<file path="src/rtl/wrap_tracker.sv">
// wrap_tracker: extends a 4-bit up/down counter with a HI_W-bit wrap count and
// queues wrap events for a downstream consumer.
//
// Ports:
//   clk, rst            single clock; asynchronous active-high reset
//   q_in, u_d_in        upstream counter value and direction (1 up, 0 down)
//   ld_in, cnt_rst_in   upstream load strobe and counter reset
//   ext_q               registered extended count {hi, q}
//   wrap_up, wrap_dn    one-cycle pulses on 15->0 / 0->15 wraps
//   evt_valid/ready     event handshake; evt_dir/evt_hi describe the head event
//   evt_ovf             sticky flag: an event was dropped on a full buffer
//
// Configuration macro WRAP_TRACKER_FIFO_EN:
//   defined   -> events go into a DEPTH-entry FIFO with valid/ready handshake
//   undefined -> single-entry register; evt_valid pulses with each wrap,
//                evt_ready is ignored and evt_ovf is tied low
module wrap_tracker #(
  parameter int unsigned HI_W  = 8,
  parameter int unsigned DEPTH = 4
) (
  input  logic              clk,
  input  logic              rst,
  input  logic [3:0]        q_in,
  input  logic              u_d_in,
  input  logic              ld_in,
  input  logic              cnt_rst_in,
  output logic [HI_W+3:0]   ext_q,
  output logic              wrap_up,
  output logic              wrap_dn,
  output logic              evt_valid,
  input  logic              evt_ready,
  output logic              evt_dir,
  output logic [HI_W-1:0]   evt_hi,
  output logic              evt_ovf
);

  // Previous-cycle view of the upstream counter.
  logic [3:0]      prev_q;
  logic            prev_ud;
  logic            prev_ld;
  logic            prev_crst;
  logic            prev_vld;

  logic [HI_W-1:0] hi_q;
  logic [HI_W-1:0] hi_d;
  logic            up_det;
  logic            dn_det;
  logic            up_hit;
  logic            dn_hit;
  logic            push;
  logic            wrap_up_q;
  logic            wrap_dn_q;

  always_comb begin
    up_det = prev_vld & ~prev_ld & ~prev_crst & prev_ud  &
             (prev_q == 4'hF) & (q_in == 4'h0);
    dn_det = prev_vld & ~prev_ld & ~prev_crst & ~prev_ud &
             (prev_q == 4'h0) & (q_in == 4'hF);
    // A counter reset in the same cycle wins over any wrap.
    up_hit = up_det & ~cnt_rst_in;
    dn_hit = dn_det & ~cnt_rst_in;
    push   = up_hit | dn_hit;

    hi_d = hi_q;
    if (cnt_rst_in) begin
      hi_d = '0;
    end else if (up_hit) begin
      hi_d = hi_q + HI_W'(1);
    end else if (dn_hit) begin
      hi_d = hi_q - HI_W'(1);
    end
  end

  always_ff @(posedge clk or posedge rst) begin
    if (rst) begin
      prev_q    <= '0;
      prev_ud   <= 1'b0;
      prev_ld   <= 1'b0;
      prev_crst <= 1'b0;
      prev_vld  <= 1'b0;
      hi_q      <= '0;
      wrap_up_q <= 1'b0;
      wrap_dn_q <= 1'b0;
    end else begin
      prev_q    <= q_in;
      prev_ud   <= u_d_in;
      prev_ld   <= ld_in;
      prev_crst <= cnt_rst_in;
      prev_vld  <= 1'b1;
      hi_q      <= hi_d;
      wrap_up_q <= up_hit;
      wrap_dn_q <= dn_hit;
    end
  end

  // prev_q already holds last cycle's q_in, so it doubles as the low nibble.
  assign ext_q   = {hi_q, prev_q};
  assign wrap_up = wrap_up_q;
  assign wrap_dn = wrap_dn_q;

`ifdef WRAP_TRACKER_FIFO_EN

  localparam int unsigned PtrW = (DEPTH > 1) ? $clog2(DEPTH) : 1;
  localparam int unsigned CntW = PtrW + 1;

  // Entry layout: {dir, hi}.
  logic [HI_W:0]     mem [DEPTH];
  logic [PtrW-1:0]   wr_ptr;
  logic [PtrW-1:0]   rd_ptr;
  logic [CntW-1:0]   count;
  logic              full;
  logic              pop;
  logic              wr_en;
  logic              ovf_q;

  always_comb begin
    full      = (count == CntW'(DEPTH));
    evt_valid = (count != '0);
    pop       = evt_valid & evt_ready;
    // A pop on the same edge frees the slot, so a full buffer still accepts.
    wr_en     = push & (~full | pop);
  end

  always_ff @(posedge clk or posedge rst) begin
    if (rst) begin
      for (int i = 0; i < int'(DEPTH); i++) begin
        mem[i] <= '0;
      end
      wr_ptr <= '0;
      rd_ptr <= '0;
      count  <= '0;
      ovf_q  <= 1'b0;
    end else begin
      if (wr_en) begin
        mem[wr_ptr] <= {up_hit, hi_d};
        wr_ptr      <= wr_ptr + PtrW'(1);
      end
      if (pop) begin
        rd_ptr <= rd_ptr + PtrW'(1);
      end
      unique case ({wr_en, pop})
        2'b10:   count <= count + CntW'(1);
        2'b01:   count <= count - CntW'(1);
        default: count <= count;
      endcase
      if (push && full && !pop) begin
        ovf_q <= 1'b1;
      end
    end
  end

  assign evt_dir = mem[rd_ptr][HI_W];
  assign evt_hi  = mem[rd_ptr][HI_W-1:0];
  assign evt_ovf = ovf_q;

`else

  logic            ev_vld_q;
  logic            ev_dir_q;
  logic [HI_W-1:0] ev_hi_q;

  always_ff @(posedge clk or posedge rst) begin
    if (rst) begin
      ev_vld_q <= 1'b0;
      ev_dir_q <= 1'b0;
      ev_hi_q  <= '0;
    end else begin
      ev_vld_q <= push;
      if (push) begin
        ev_dir_q <= up_hit;
        ev_hi_q  <= hi_d;
      end
    end
  end

  assign evt_valid = ev_vld_q;
  assign evt_dir   = ev_dir_q;
  assign evt_hi    = ev_hi_q;
  assign evt_ovf   = 1'b0;

  // Handshake and buffer depth have no meaning for the single-entry register.
  logic        unused_ready;
  logic [31:0] unused_depth;
  assign unused_ready = evt_ready;
  assign unused_depth = DEPTH;

`endif

endmodule

</file>
<file path="config.mk">
export PLATFORM = sky130hd
export DESIGN_NAME = wrap_tracker
export DESIGN_NICKNAME = d
export VERILOG_FILES = /design/src/rtl/wrap_tracker.sv
export SDC_FILE = /design/constraint.sdc
export NUM_CORES = 1
export LEC_CHECK = 0
export CAP_MARGIN = 25
export CORE_MARGIN = 2
export CORE_UTILIZATION = 46
export DETAILED_ROUTE_END_ITERATION = 7
export PLACE_DENSITY = 0.82
export SLEW_MARGIN = 5
export SYNTH_ARGS = -nofsm -noshare
export SYNTH_HDL_FRONTEND = slang
export SYNTH_SLANG_ARGS = --single-unit
</file>
<file path="constraint.sdc">
create_clock -name clk -period 1.8 [get_ports clk]
set_input_delay 0.45 -clock clk [delete_from_list [all_inputs] [get_ports clk]]
set_output_delay 0.45 -clock clk [all_outputs]
set_load 0.05 [all_outputs]
</file>
# Word-level counts from Yosys, hierarchy flattened
# Cells that the tools add are included.
# word_totals
register_bits	28
latch_bits	0
ram_bits	0
romBits	0
output_inout_bits	25
word_cells	35
memories	0
# op_classes
n_addsub	2
multipliers	0
div	0
n_lt_le_gt_ge	0
eq_ne	2
shifts	0
muxes	3
n_bitwise	15
n_reduce_logical	2
# ops
op	count
8-bit 2-to-1 mux	3
1-bit bitwise AND	10
8-bit by 1-bit adder with 8-bit output (second input constant)	1
4-bit equality test (second input constant)	2
4-bit zero test	2
8-bit by 1-bit subtractor with 8-bit output (second input constant)	1
1-bit NOT	4
1-bit OR	1

# Longest topological paths before layout
# depth
ltp_word	10
depth_mapped	7

# Least setup slack after synthesis
# No wires, ideal clock.
# synth_path
path_type	flip-flop to flip-flop
from	register prev_q[0]
to	register ev_hi_q[7], in the netlist evt_hi[7]
t_arrival_ps	1817
required_time_ps	1667
path_slack_ps	-150
stages_incl_launch_ff	6
path_buffers	0
synth_period_minus_slack_ps	1950
cell_sequence	dfrtp_1 -> nor3b_1 -> nand4_1 -> o32ai_2 -> xnor2_1 -> mux2i_1
# synth_between
elab_chain_len	7
word_cells_on_any_way	12
cone_classes	eq/ne: 1; mux: 3; bitwise: 7; reduce/logical: 1
# synth_rtl
element	line_no	text
start, declared	38	logic [3:0] prev_q;
start signal, assigned	85	prev_q <= q_in;
4-bit zero test	58	(prev_q == 4'h0) & (q_in == 4'hF);
1-bit bitwise AND	57	dn_det = prev_vld & ~prev_ld & ~prev_crst & ~prev_ud &
1-bit bitwise AND	58	
1-bit bitwise AND	61	dn_hit = dn_det & ~cnt_rst_in;
8-bit 2-to-1 mux	69	end else if (dn_hit) begin
8-bit 2-to-1 mux	67	end else if (up_hit) begin
8-bit 2-to-1 mux	65	if (cnt_rst_in) begin
end signal, assigned	171	ev_hi_q <= hi_d;
end, declared	160	logic [HI_W-1:0] ev_hi_q;
# Parallel ways exist; a longest one is shown, timed or not.
# A chain may end at the register's enable or synchronous reset.

# Worst setup path after layout
# layout_path
from	input q_in[0]
to	register ev_hi_q[7], in the netlist evt_hi[7]
# layout_between
elab_chain_len	6
word_cells_on_any_way	10
cone_classes	eq/ne: 1; mux: 3; bitwise: 5; reduce/logical: 1
# layout_rtl
element	line_no	text
start, declared	23	input logic [3:0] q_in,
4-bit equality test	58	
1-bit bitwise AND	58	
1-bit bitwise AND	61	
8-bit 2-to-1 mux	69	
8-bit 2-to-1 mux	67	
8-bit 2-to-1 mux	65	
# Parallel ways exist; a longest one is shown, timed or not.

==> key figures <==
Finish
  • Net count reported at finish: 179
  • Number of diodes: 0
  • Layout Utilization: 68.2%
  • Layout cells sized above 1: 35.5%
  • Layout Area Growth over Synthesis: 41.3%
  • Post-Layout Cell Count: 197
  • Fin area: 0.00188 sq mm

Timing
  • Number of max-slew violations in the final report: 0
  • Minimum clock period: 1.73 ns
  • Clock skew: 0.00894 ns
  • Final setup vio count: 0
  • RSZ-0062 raised after global routing: yes
  • Setup TNS: 0 ns
  • Period utilization: 96.1%
  • Hold Slack: 0.259 ns
  • Endpoints failing hold: 0
  • Highest clock rate: 0.578 GHz

Placed design
  • GP Congestion: 0.861
  • DP Cell Count: 193
  • Number of port buffers: 32
  • Post-DP HPWL: 2220 um
  • Area after DPL: 0.00177 sq mm

Yosys
  • Seq/Total Area, Yosys: 52.6%
  • Syn. warnings: 0
  • Yosys top cell area share: 52.6%
  • Async SR Flop Fraction: 100%
  • Post-synth EDFFs: 0
  • Distinct cells, synth: 33
  • Synth Flop Type: dfrtp_1
  • Syn avg cell area: 10.8 sq um
  • Top cell type by total area after synthesis: dfrtp_1
  • Top area cells in the synthesized netlist: dfrtp_1 53%, mux2i_1 3.8%, nor2_1 3.4%
  • Yosys reg bits: 28
  • Post-Syn Instances: 123
  • Post-synthesis cell area: 0.00133 sq mm
  • Synth cell count leaders: 28 x dfrtp_1, 12 x nor2_1, 10 x inv_1
  • Top-count cell post-synth: dfrtp_1
  • Synth Net Count: 135

Global routing
  • Antenna violations before repair: 0
  • GR Util All Layers: 19.8%
  • Vias in the first global route: 1108
  • Largest net degree at the start of global routing: 29
  • Global-route wire length before repair: 5040 um
  • Grt ovf: 0

Clock tree
  • CTS tree: yes
  • Max Root-Sink Buffers: 2
  • Post-CTS Setup Bufs: 0
  • Clk sink count: 28
  • Total CTS buffers: 3
  • Root Buffer: clkbuf_4
  • Clk pin slew, worst setup/hold paths: 0.15 ns
  • Hold Buf Count CTS: 0
  • CTS H-Tree Depth: 1
  • Clk Latency, worst-skew pair: 0.35 ns

Job
  • MaxCap Viol Count: 0

Die
  • Die area: 0.00334 sq mm
  • Initial Util: 48.3%
  • Rows: 19
  • Chip Height: 57.8 um
  • Core Area: 0.00276 sq mm
  • Die Wd: 57.8 um
  • # IOs: 35

Detailed routing
  • DR vias: 1092
  • Routed Antenna Nets: 0
  • Routed WL per cell: 15.0 um
  • DRT iter0 DRCs: 13
  • Routed WL: 2960 um
  • Residual DRC: 0
  • Pre-antenna DRT Iters: 4
  • Via density: 5.54

Worst setup path
  • CP required: 2.04 ns
  • CP arrival: 1.97 ns
  • Critical path type: in2reg
  • Reg2Reg Depth: 6
  • Crit end category: flop
  • R2R setup slack: 0.11 ns
  • Critical Path Start Type: input pin
  • CP Max Fanout: 3

Power and ir drop
  • Worst IR Drop VDD: 0.544 mV
  • PwrDens: 629 mW/mm^2
  • Leak: 0.883 nW

Outcome
  • Outcome: complete, no violations

Min path
  • WHS Path Cells: 1
  • Worst min-delay path category: in2reg
==> cells by family after synthesis <==
| family | after synthesis | share of synthesized area (%) |
|---|---|---|
| mux | 5 | 3.76 |
| compound gates | 16 | 8.74 |
| xor+xnor | 5 | 3.29 |
| other cells | 2 | 0.564 |
| fa+ha+maj | 2 | 1.88 |
| buf+inv | 16 | 5.55 |
| simple gates | 49 | 23.6 |
| flops | 28 | 52.6 |
==> state kept, by name (all words and copies together), names as in the netlist <==
signal     flops
prev_crst      1
prev_ud        1
evt_dir        1
wrap_dn        1
evt_valid      1
prev_q         4
evt_hi         8
prev_vld       1
prev_ld        1
hi_q           8
wrap_up        1
==> through the flow <==
stage	setup slack, ns	total power, W
global route	-0.0116	0.00121
finish	0.0702	0.00118
CTS	0.0391	0.00118
floorplan	0.0357	0.000726
global placement	-0.275	0.000766
detailed placement	-0.323	0.000771
==> cell type report <==
cell class	instances	area [sq um]
fillers	188	877
flip-flops and latches	28	703
inverters	12	48.8
well taps	31	38.8
multi-input cells	79	608
clock inverters	1	30.0
repair buffers	43	429
clock buffers	3	22.5
==> power breakdown <==
group / switching (W) / leakage [nW] / internal, W
logic: 0.0000691 / 0.506 / 0.0000388
registers: 0.00000890 / 0.349 / 0.000641
clock network: 0.000198 / 0.0279 / 0.000226
==> worst max-delay path: stages <==
cell	delay, ns
clkdlybuf4s50_1	0.44
nor3b_2	0.18
buf_4	0.15
nand4_1	0.17
o32ai_2	0.29
xnor2_1	0.18
mux2i_1	0.11
==> per-layer routing <==
metal / GRT usage [%] / wire length (um) / vias up
li1: - / - / 517
met1: 24.0 / 1220 / 526
met2: 35.7 / 1530 / 40
met3: 3.57 / 151 / 9
met4: 6.31 / 62 / 0
met5: 0 / 0 / -
==> worst paths after layout <==
| kind | from | to |
|---|---|---|
| min in group asynchronous | rst | hi_q[0] |
| max | q_in[0] | evt_hi[7] |
| max in group asynchronous | rst | prev_q[0] |
| min | q_in[3] | prev_q[3] |
| min reg2reg | evt_hi[0] | evt_hi[0] |
| max reg2reg | prev_ld | evt_hi[4] |
==> layout by cell type, fill, tap and decap left out, drive strengths merged, types with 4 or more instances in the layout <==
cell type / synthesis / final
buf: 2 / 35
dfrtp: 28 / 28
nor2: 12 / 12
inv: 10 / 11
nand3: 8 / 8
a21oi: 6 / 6
nand4: 6 / 6
mux2i: 5 / 5
nor3: 5 / 5
clkdlybuf4s50: 0 / 5
xnor2: 5 / 5
nand2: 4 / 4
o22ai: 4 / 4
==> timing repair <==
action	in CTS	in global routing
gates resized for setup	0	13
endpoints found under the setup margin	0	7
hold endpoints to repair	0	0
No activity file was read; power rests on OpenSTA's default activity.
